File: src/rtl/rr_arb_pkg.sv
// rtl/rr_arb_pkg.sv - shared types for the round-robin arbiter output stage
package rr_arb_pkg;

  localparam int unsigned ArbNumIn     = 4;
  localparam int unsigned ArbDataWidth = 32;
  localparam int unsigned ArbIdxWidth  = $clog2(ArbNumIn);

  typedef struct packed {
    logic [ArbIdxWidth-1:0]  idx;
    logic [ArbDataWidth-1:0] data;
    logic                    last;
  } arb_beat_t;

  typedef enum logic {
    LOCK_IDLE,
    LOCK_BURST
  } lock_state_e;

endpackage

File: src/rtl/rr_arb_skid_buf.sv
// rtl/rr_arb_skid_buf.sv - two-entry valid/ready skid buffer for arbiter beats
module rr_arb_skid_buf
  import rr_arb_pkg::*;
(
  input  logic      clk_i,
  input  logic      rst_i,
  input  logic      in_tvalid,
  output logic      in_tready,
  input  arb_beat_t in_tdata,
  output logic      out_tvalid,
  input  logic      out_tready,
  output arb_beat_t out_tdata
);

  logic      main_valid_q;
  arb_beat_t main_q;
  logic      skid_valid_q;
  arb_beat_t skid_q;
  logic      in_fire;
  logic      out_fire;

  // Ready depends only on skid occupancy, so there is no path from out_tready.
  assign in_tready  = !skid_valid_q;
  assign in_fire    = in_tvalid && in_tready;
  assign out_fire   = main_valid_q && out_tready;
  assign out_tvalid = main_valid_q;
  assign out_tdata  = main_q;

  always_ff @(posedge clk_i) begin
    if (rst_i) begin
      main_valid_q <= 1'b0;
      main_q       <= '0;
      skid_valid_q <= 1'b0;
      skid_q       <= '0;
    end else if (!main_valid_q || out_fire) begin
      if (skid_valid_q) begin
        main_q       <= skid_q;
        main_valid_q <= 1'b1;
        skid_valid_q <= 1'b0;
      end else if (in_fire) begin
        main_q       <= in_tdata;
        main_valid_q <= 1'b1;
      end else begin
        main_valid_q <= 1'b0;
      end
    end else if (in_fire) begin
      skid_q       <= in_tdata;
      skid_valid_q <= 1'b1;
    end
  end

endmodule

File: src/rtl/rr_arb_out_stage.sv
// rtl/rr_arb_out_stage.sv - registered output stage with burst lock, grant decode and error flag
module rr_arb_out_stage
  import rr_arb_pkg::*;
#(
  parameter int unsigned NumIn     = ArbNumIn,
  parameter int unsigned DataWidth = ArbDataWidth
) (
  input  logic                          clk_i,
  input  logic                          rst_i,
  input  logic                          req_valid_i,
  input  logic [$clog2(NumIn)-1:0]      req_idx_i,
  input  logic [DataWidth-1:0]          req_data_i,
  input  logic                          req_last_i,
  output logic                          req_ready_o,
  output logic                          lock_o,
  output logic [NumIn-1:0]              gnt_o,
  output logic                          out_valid_o,
  output logic [$clog2(NumIn)-1:0]      out_idx_o,
  output logic [DataWidth-1:0]          out_data_o,
  output logic                          out_last_o,
  input  logic                          out_ready_i,
  output logic                          err_o
);

  localparam int unsigned IdxWidth = $clog2(NumIn);

  arb_beat_t             in_beat;
  arb_beat_t             out_beat;
  logic                  accept;
  lock_state_e           state_q, state_d;
  logic [IdxWidth-1:0]   lock_idx_q, lock_idx_d;
  logic                  err_q, err_d;

  assign in_beat = '{idx: req_idx_i, data: req_data_i, last: req_last_i};

  rr_arb_skid_buf u_skid_buf (
    .clk_i      (clk_i),
    .rst_i      (rst_i),
    .in_tvalid  (req_valid_i),
    .in_tready  (req_ready_o),
    .in_tdata   (in_beat),
    .out_tvalid (out_valid_o),
    .out_tready (out_ready_i),
    .out_tdata  (out_beat)
  );

  assign out_idx_o  = out_beat.idx;
  assign out_data_o = out_beat.data;
  assign out_last_o = out_beat.last;

  // Reset gates the accept so no grant is pulsed in a cycle that is being flushed.
  assign accept = req_valid_i && req_ready_o && !rst_i;

  always_comb begin
    gnt_o = '0;
    if (accept) gnt_o[req_idx_i] = 1'b1;
  end

  always_ff @(posedge clk_i) begin
    if (rst_i) begin
      state_q    <= LOCK_IDLE;
      lock_idx_q <= '0;
      err_q      <= 1'b0;
    end else begin
      state_q    <= state_d;
      lock_idx_q <= lock_idx_d;
      err_q      <= err_d;
    end
  end

  always_comb begin
    state_d    = state_q;
    lock_idx_d = lock_idx_q;
    err_d      = err_q;
    if (accept) begin
      case (state_q)
        LOCK_IDLE: begin
          if (!req_last_i) begin
            state_d    = LOCK_BURST;
            lock_idx_d = req_idx_i;
          end
        end
        LOCK_BURST: begin
          if (req_idx_i != lock_idx_q) err_d = 1'b1;
          if (req_last_i) state_d = LOCK_IDLE;
        end
        default: state_d = LOCK_IDLE;
      endcase
    end
  end

  assign lock_o = (state_q == LOCK_BURST);
  assign err_o  = err_q;

endmodule

File: config.mk
export PLATFORM = sky130hd
export DESIGN_NAME = rr_arb_out_stage
export DESIGN_NICKNAME = d
export VERILOG_FILES = /design/src/rtl/rr_arb_pkg.sv /design/src/rtl/rr_arb_skid_buf.sv /design/src/rtl/rr_arb_out_stage.sv
export SDC_FILE = /design/constraint.sdc
export NUM_CORES = 1
export LEC_CHECK = 0
export BUFFER_PORTS_ARGS = -buffer_cell sky130_fd_sc_hd__buf_4
export CORE_MARGIN = 2
export CORE_UTILIZATION = 35
export DETAILED_ROUTE_END_ITERATION = 8
export GPL_ROUTABILITY_DRIVEN = 0
export HOLD_SLACK_MARGIN = 0.12
export PLACE_DENSITY = 0.64
export SLEW_MARGIN = 20
export SYNTH_ARGS = -nofsm -noshare
export SYNTH_HDL_FRONTEND = slang
export SYNTH_HIERARCHICAL = 1
export SYNTH_SLANG_ARGS = --single-unit
export TNS_END_PERCENT = 30
File: constraint.sdc
create_clock -name clk_i -period 1.9 [get_ports clk_i]
set_clock_uncertainty 0.15 [all_clocks]
set_input_delay 0.285 -clock clk_i [delete_from_list [all_inputs] [get_ports clk_i]]
set_output_delay 0.285 -clock clk_i [all_outputs]
set_load 0.01 [all_outputs]
Yosys cells after proc, flatten, opt, wreduce, memory -nomap -nowiden. Cells that the tools add are included.

Register bits after elaboration: 76. Bits in latches: 0. RAM bits: 0. Memory bits (read-only): 0. Bits of input ports: 39. Output and inout bits: 43. Logic and storage cells: 39. Memories: 0.

$add $sub $neg: 0. Multiply operators: 0. Divide/modulo/power cells: 0. $lt $le $gt $ge: 2. Equality and inequality tests: 1. Shift operators: 0. Muxes and demuxes: 8. Bitwise gates (word level): 3. Reduce and logical (&&, ||, !) cells: 14.

Operators with widths (number): two-way mux 35 bit (2); AND reduction 3 bit (2); logical AND 1 bit (4); two-way mux 1 bit (4); two-way mux 4 bit (1); AND reduction 2 bit (2); zero test 1 bit (3); < comparator 2 x 3 -> 1 bit (second input constant) (1); inverter 1 bit (3); demux 1 bit (select 2 bit) (1); greater-or-equal comparator 2 x 1 -> 1 bit (second input constant) (1); != test 2 bit (1); nonzero test 2 bit (1); OR reduction 2 bit (1); logical OR 1 bit (1).

Logic depth before layout (Yosys ltp). Gate-level depths: netlist of the first run.

Word-level depth: 5. Mapped depth: 6. Gate-level depth less buffers: 4.

Hierarchy. Netlist of the first run, hierarchy kept.

By module, submodules not included: rr_arb_skid_buf (instances 1, cells each 323, area an instance 3052.9 µm², seq. area each 1441.4 µm²); rr_arb_out_stage (instances 1, cells each 25, area an instance 225.2 µm², seq. area each 80.1 µm²).

Worst setup path before layout of the first run. Ideal clock, no wire load.

Path kind: register -> output. From: register u_skid_buf.skid_valid_q. To: output gnt_o[3]. Data arrival time: 1.404 ns. Required time: 1.465 ns. Slack: 0.061 ns. Stages on the path, launching flop included: 6. Buffers on the path: 2. Cell sequence: dfxtp_1 -> buf_4 -> buf_2 -> inv_1 -> and3b_1 -> and3_2.

Longest elaborated chain between the ends: 4.

RTL lines: from (decl) (line rr_arb_skid_buf.sv:17) `logic skid_valid_q;`; from (signal assigned) (line rr_arb_skid_buf.sv:33) `skid_valid_q <= 1'b0;`; from (signal assigned) (line rr_arb_skid_buf.sv:39) `skid_valid_q <= 1'b0;`; from (signal assigned) (line rr_arb_skid_buf.sv:48) `skid_valid_q <= 1'b1;`; zero test 1 bit (line rr_arb_skid_buf.sv:23) `assign in_tready = !skid_valid_q;`; named net req_ready_o (line rr_arb_out_stage.sv:14) `output logic req_ready_o,`; logical AND 1 bit (2 in a row) (line rr_arb_out_stage.sv:52) `assign accept = req_valid_i && req_ready_o && !rst_i;`; two-way mux 4 bit (line rr_arb_out_stage.sv:56) `if (accept) gnt_o[req_idx_i] = 1'b1;`; to (decl) (line rr_arb_out_stage.sv:16) `output logic [NumIn-1:0] gnt_o,`.

The timed path passes the listed nets, and every way through them passes these cells.

Worst setup path after layout of the first run.
From: register u_skid_buf.skid_valid_q. To: output gnt_o[3].

Longest elaborated chain between the ends: 4.

RTL lines (line): zero test 1 bit (rr_arb_skid_buf.sv:23); logical AND 1 bit (2 in a row) (rr_arb_out_stage.sv:52); two-way mux 4 bit (rr_arb_out_stage.sv:56).

Every way passes these cells.

==> results of run 1 <==
==> routing by layer <==
| metal | wire, um | global-route usage | vias up |
|---|---|---|---|
| met4 | 68 | 0.04320 | 0 |
| met5 | 0 | 0 | - |
| met3 | 309 | 0.04022 | 6 |
| met2 | 4013 | 0.2908 | 55 |
| met1 | 3935 | 0.2095 | 1367 |
| li1 | - | - | 1445 |
==> registers in the layout (all words and copies together) (netlist names) <==
| register | count |
|---|---|
| u_skid_buf/skid_q | 35 |
| err_o | 1 |
| u_skid_buf/out_tvalid | 1 |
| u_skid_buf/out_tdata | 35 |
| lock_idx_q | 2 |
| lock_o | 1 |
| u_skid_buf/skid_valid_q | 1 |
==> worst paths after layout <==
kind	slack, ps	to	depth (start not counted)
setup reg to reg	260	u_skid_buf/out_tdata[24]$_SDFFE_PP0P_	3
hold reg to reg	310	u_skid_buf/skid_q[0]$_SDFFE_PP0P_	2
hold / removal	150	u_skid_buf/out_tvalid$_SDFFE_PP0P_	3
setup / recovery	90	gnt_o[3]	4
==> Yosys cell counts (2+ instances only) <==
| cell | count | share of area |
|---|---|---|
| a211oi_1 | 5 | 0.011 |
| a211oi_2 | 30 | 0.11 |
| a21oi_1 | 73 | 0.11 |
| buf_1 | 2 | 0.0023 |
| buf_2 | 8 | 0.012 |
| buf_4 | 2 | 0.0046 |
| buf_6 | 5 | 0.017 |
| clkbuf_1 | 15 | 0.017 |
| dfxtp_1 | 76 | 0.46 |
| inv_1 | 2 | 0.0023 |
| mux2i_1 | 35 | 0.11 |
| nand2_1 | 73 | 0.084 |
| nand3_1 | 2 | 0.0031 |
| nor2_1 | 3 | 0.0034 |
| nor3_1 | 2 | 0.0031 |
| o311ai_1 | 2 | 0.0053 |
| xnor2_1 | 2 | 0.0053 |
==> kinds of logic (layout without fill, tap and decap cells) <==
group | Yosys count | in the layout | synth area share
flip-flops | 76 | 76 | 0.4641
multiplexers | 35 | 35 | 0.1069
XOR/XNOR | 2 | 2 | 0.005344
buffers and inverters | 34 | 149 | 0.05572
AND/OR/NAND/NOR | 89 | 89 | 0.1195
AO/OA/AOI/OAI | 112 | 112 | 0.2485
==> cell usage in the layout (no fill, tap or decap) <==
cell / n
a22o_2: 1
buf_4: 95
dfxtp_2: 1
a311oi_1: 1
and2_4: 1
bufinv_16: 1
and3b_2: 1
xnor2_1: 2
clkbuf_8: 10
nor3b_1: 1
nand4bb_2: 1
nand3b_4: 1
a211oi_1: 5
clkinvlp_4: 2
and3_2: 1
clkinv_4: 1
nand3_1: 2
nand2b_2: 1
inv_1: 2
dfxtp_1: 75
a21oi_1: 73
dlygate4sd3_1: 36
nor3_1: 2
nand2_1: 73
clkinv_2: 2
a211oi_2: 30
nor2_1: 3
nor4bb_4: 1
o311ai_1: 2
mux2i_1: 35
or2_1: 1
==> layout make-up <==
cell class	instances	area, um^2	area share
tap	111	138.9	0.03058
timing repair buffer	131	1074	0.2364
inverter	2	7.507	0.001653
sequential	76	1523	0.3353
multi-input combinational	238	1598	0.3518
clock inverter	6	63.81	0.01405
clock buffer	10	137.6	0.03030
==> power by group through the flow <==
stage | sequential, mW | clock [mW] | combinational (mW)
6_report | 1.74 | 1.23 | 0.606
5_1_grt | 1.75 | 1.34 | 0.660
4_1_cts | 1.74 | 1.27 | 0.610
3_5_place_dp | 1.78 | 0 | 0.550
3_3_place_gp | 1.78 | 0 | 0.539
2_1_floorplan | 1.79 | 0 | 0.286
==> critical path: stages, from the launching register on <==
cell and delay [ps]:
dfxtp_2 350, inv_1 100, and3b_2 240, and3_2 210
buf_4 140
==> repair_timing <==
item,4_1_cts,5_1_grt
hold buffers,36,0
setup buffers,0,1
endpoints found under the setup margin,0,2
gates resized for setup,0,1
hold endpoints to repair,38,0
==> results.toml, run 1 <==
[global_route]
grt_max_degree = 47
antenna_found_initial = 0
grt_pass1_wl_mm = 13.47
grt_pass1_vias = 2854
grt-ovfl-total = 0
grt_usage = 0.1681

[die]
die_height_um = 100.8
fp.dieW_um = 100.8
start_util = 0.3582
die_area_mm2 = 0.01016
placementRows = 35
ios = 82
core_mm2 = 0.009153

[power_and_ir_drop]
switching_share = 0.2635
power.leakage_nw = 1.708
power_mw = 3.574
power_density_mw_per_mm2 = 786.8
p_seq_frac = 0.486
comb_power_share = 0.170
p_clk_frac = 0.344
ir_worst_vdd_v = 0.0004154
power.internal_mw = 2.632
p_sw_mw = 0.9417

[cts]
clkLatencyLatePin_ps = 330
clock_path_buffers = 2
cts_tree = "built"
cts_max_level = 3
clockRootBuffer = "clkbuf_8"
cts-buffers-inserted = 9
clock-sinks = 76
cts.clk_slew.worst_paths_ps = 80

[routing]
postRouteAntennaNets = 0
drtPass1Iterations = 4
wl_per_cell_um = 14.51
avgViaCountPerCell = 5.005
dr.first_iter.drc_count = 57
drc = 0
vias = 2873
routed_wl_mm = 8.327

[worst_setup_path]
crit_fanout = 5
worstSetupPathType = "register to primary output"
worstSetupStartpointType = "register"
cp-end-kind = "primary output"
arrival_ps = 1370
startpoint = "u_skid_buf/skid_valid_q$_SDFFE_PP0P_"
worstReg2RegStart = "u_skid_buf/skid_valid_q$_SDFFE_PP0P_"
required_ps = 1460

[status]
outcome = "finished, final reports clean"

[finish]
fill_cells = 862
final_cell_count_no_fill = 574
drive_gt1_frac = 0.3240
fin_util = 0.4962
diodes = 0
area_growth_pct = 38.55
final_area_mm2 = 0.004542
num-nets-final = 497

[logic_synthesis]
yosysWarnings = 6
synth_cell_types = 28
ys.flop_type = "dfxtp_1"
netlist_instances = 348
synth.avg_cell_area_um2 = 9.420
seq_area_frac_synth = 0.4641
synth-edff-count = 0
async_flop_share = 0
syn_area_mm2 = 0.003278
syn-num-nets = 387
ys_ff_latch = 76

[timing]
drv_slew = 0
fin_setup_tns_ps = 0
finalCritPeriodShare = 0.9506
final.setup.worst_slack_ps = 93.90
setup_viol = 0
holdWs_ps = 147.4
finalHoldViolCount = 0
relSlewSlack = 0.5955
period_needed_ps = 1806
fmax_ghz = 0.5537
tightest_slew_ps = 606.8

[worst_hold_path]
min_from = "req_valid_i"
hold_class = "input pin to register"

[placed_design]
dp_slack_ps = 160.5
dp_hpwl_mm = 5.449
place_area_mm2 = 0.003971
io_buffers = 81
dp.cells = 521

[run]
max_cap_violations = 0
(Power assumes the default switching activity.)
==> inputs of run 2 (changes only) <==
--- a/config.mk
+++ b/config.mk
@@ -6,12 +6,12 @@
 export NUM_CORES = 1
 export LEC_CHECK = 0
 export BUFFER_PORTS_ARGS = -buffer_cell sky130_fd_sc_hd__buf_4
-export CORE_MARGIN = 2
-export CORE_UTILIZATION = 35
+export CORE_MARGIN = 3
+export CORE_UTILIZATION = 50
 export DETAILED_ROUTE_END_ITERATION = 8
 export GPL_ROUTABILITY_DRIVEN = 0
 export HOLD_SLACK_MARGIN = 0.12
-export PLACE_DENSITY = 0.64
+export PLACE_DENSITY = 0.79
 export SLEW_MARGIN = 20
 export SYNTH_ARGS = -nofsm -noshare
 export SYNTH_HDL_FRONTEND = slang
==> results.toml, run 2 (synthesis gave the netlist of run 1 again) <==
[cts]
clock-sinks = 76
cts_max_level = 3
clkLatencyLatePin_ps = 350
cts.clk_slew.worst_paths_ps = 70
cts_setup_buffers = 0
cts_tree = "built"
clockRootBuffer = "clkbuf_8"
cts-buffers-inserted = 9
clock_path_buffers = 2

[finish]
final_common_cell = "buf_4"
num-nets-final = 494
area_growth_pct = 36.22
drive_gt1_frac = 0.3122
layout_common_cells = "buf_4 (91), dfxtp_1 (75), nand2_1 (73), a21oi_1 (73), dlygate4sd3_1 (37)"
diodes = 0

[worst_setup_path]
cpMaxStageDelayCell = "dfxtp_4"
path_cells = "inv_2 -> and3b_2 -> and3_2 -> buf_4"
required_ps = 1460
cp-end-kind = "primary output"
worstSetupStartpointType = "register"
path_buf_inv = 2
crit_cells = 4
worst_r2r_path_depth = 3
startpoint = "u_skid_buf/skid_valid_q$_SDFFE_PP0P_"
worstReg2RegStart = "u_skid_buf/out_tvalid$_SDFFE_PP0P_"
crit_fanout = 5
worstSetupPathType = "register to primary output"
crit_family = "simple AND/OR/NAND/NOR gates"
crit_path_max_incr_delay_ps = 380
arrival_ps = 1380

[worst_hold_path]
hold_class = "input pin to register"
holdPathStages = 4
min_from = "rst_i"

[power_and_ir_drop]
p_seq_frac = 0.488
power_density_mw_per_mm2 = 797.4
power_mw = 3.561
p_sw_mw = 0.9106
power.leakage_nw = 1.692
p_clk_frac = 0.342
comb_power_share = 0.170
ir_worst_vdd_v = 0.0006213
power.internal_mw = 2.650
switching_share = 0.2557

[routing]
routed_wl_mm = 8.282
drtPass1Iterations = 4
vias = 2933
postRouteAntennaNets = 0
dr.first_iter.drc_count = 110
avgViaCountPerCell = 5.503
drc = 0
wl_per_cell_um = 15.54

[timing]
fin_setup_tns_ps = 0
rsz0062_at_grt = "no"
setup_viol = 0
period_needed_ps = 1818
tightest_slew_ps = 580.7
finalCritPeriodShare = 0.9568
drv_slew = 0
finalHoldViolCount = 0
fmax_ghz = 0.5501
relSlewSlack = 0.6129

[die]
core_mm2 = 0.006131
start_util = 0.5347
placementRows = 28
die_height_um = 86.97
die_area_mm2 = 0.007564
fp.dieW_um = 86.97
ios = 82

[status]
outcome = "finished, final reports clean"

[global_route]
grt-ovfl-total = 0
grt_pass1_vias = 2988
grt_max_degree = 39
grt_usage = 0.2305
grt_pass1_wl_mm = 13.81
antenna_found_initial = 0

[placed_design]
dp_hpwl_mm = 5.131
io_buffers = 81

[run]
max_cap_violations = 0
-- run 2: area by class of cell --
type	instances	area (um^2)
clock buffer	12	155.1
timing repair buffer	128	1054
multi-input combinational	238	1595
sequential	76	1525
clock inverter	2	35.03
fill	440	1665
tap	75	93.84
inverter	2	7.507
-- run 2: routing by layer --
| metal | part of all wire | global-route usage |
|---|---|---|
| met1 | 0.42 | 0.2705 |
| met4 | 0.012 | 0.07932 |
| met3 | 0.061 | 0.07852 |
| met5 | 0 | 0 |
| met2 | 0.50 | 0.3913 |
-- run 2: timing repair --
action	CTS	global route
hold buffers	37	0
gates resized for setup	1	2
hold endpoints to repair	39	0
pin swaps	0	0
endpoints found under the setup margin	1	1
-- run 2: power by group through the flow --
stage | clock, mW | sequential [mW] | combinational, mW
after global placement | 0 | 1.77 | 0.530
after global routing | 1.31 | 1.75 | 0.660
after detailed placement | 0 | 1.77 | 0.544
after floorplan | 0 | 1.79 | 0.286
final | 1.22 | 1.74 | 0.606
after CTS | 1.23 | 1.74 | 0.606
-- run 2: worst min-delay path: stages --
cell,delay (ps)
buf_4,100
nand3b_4,140
o311ai_1,90
nand2_1,60
-- run 2: path summary, 6_finish.rpt --
kind / endpoint / slack [ps]
min reg2reg: u_skid_buf/skid_q[25]$_SDFFE_PP0P_ / 300
max: gnt_o[3] / 80
max reg2reg: u_skid_buf/out_tdata[24]$_SDFFE_PP0P_ / 320
min: lock_idx_q[0]$_SDFFE_PP0P_ / 200
-- run 2: metrics by stage --
stage / worst slack [ps] / instance area, um^2 / std cells / hold slack [ps] / utilization
floorplan: 60.69 / 3278 / 348 / 213.0 / -
detailed placement: 239.9 / 3901 / 482 / 296.5 / 0.6363
finish: 82.05 / 4466 / 533 / 203.9 / 0.7284
CTS: 47.16 / 4462 / 533 / 193.2 / 0.7278
global route: 14.19 / 4466 / 533 / 220.0 / 0.7284
global placement: 312.0 / 3901 / 482 / 291.1 / 0.6363
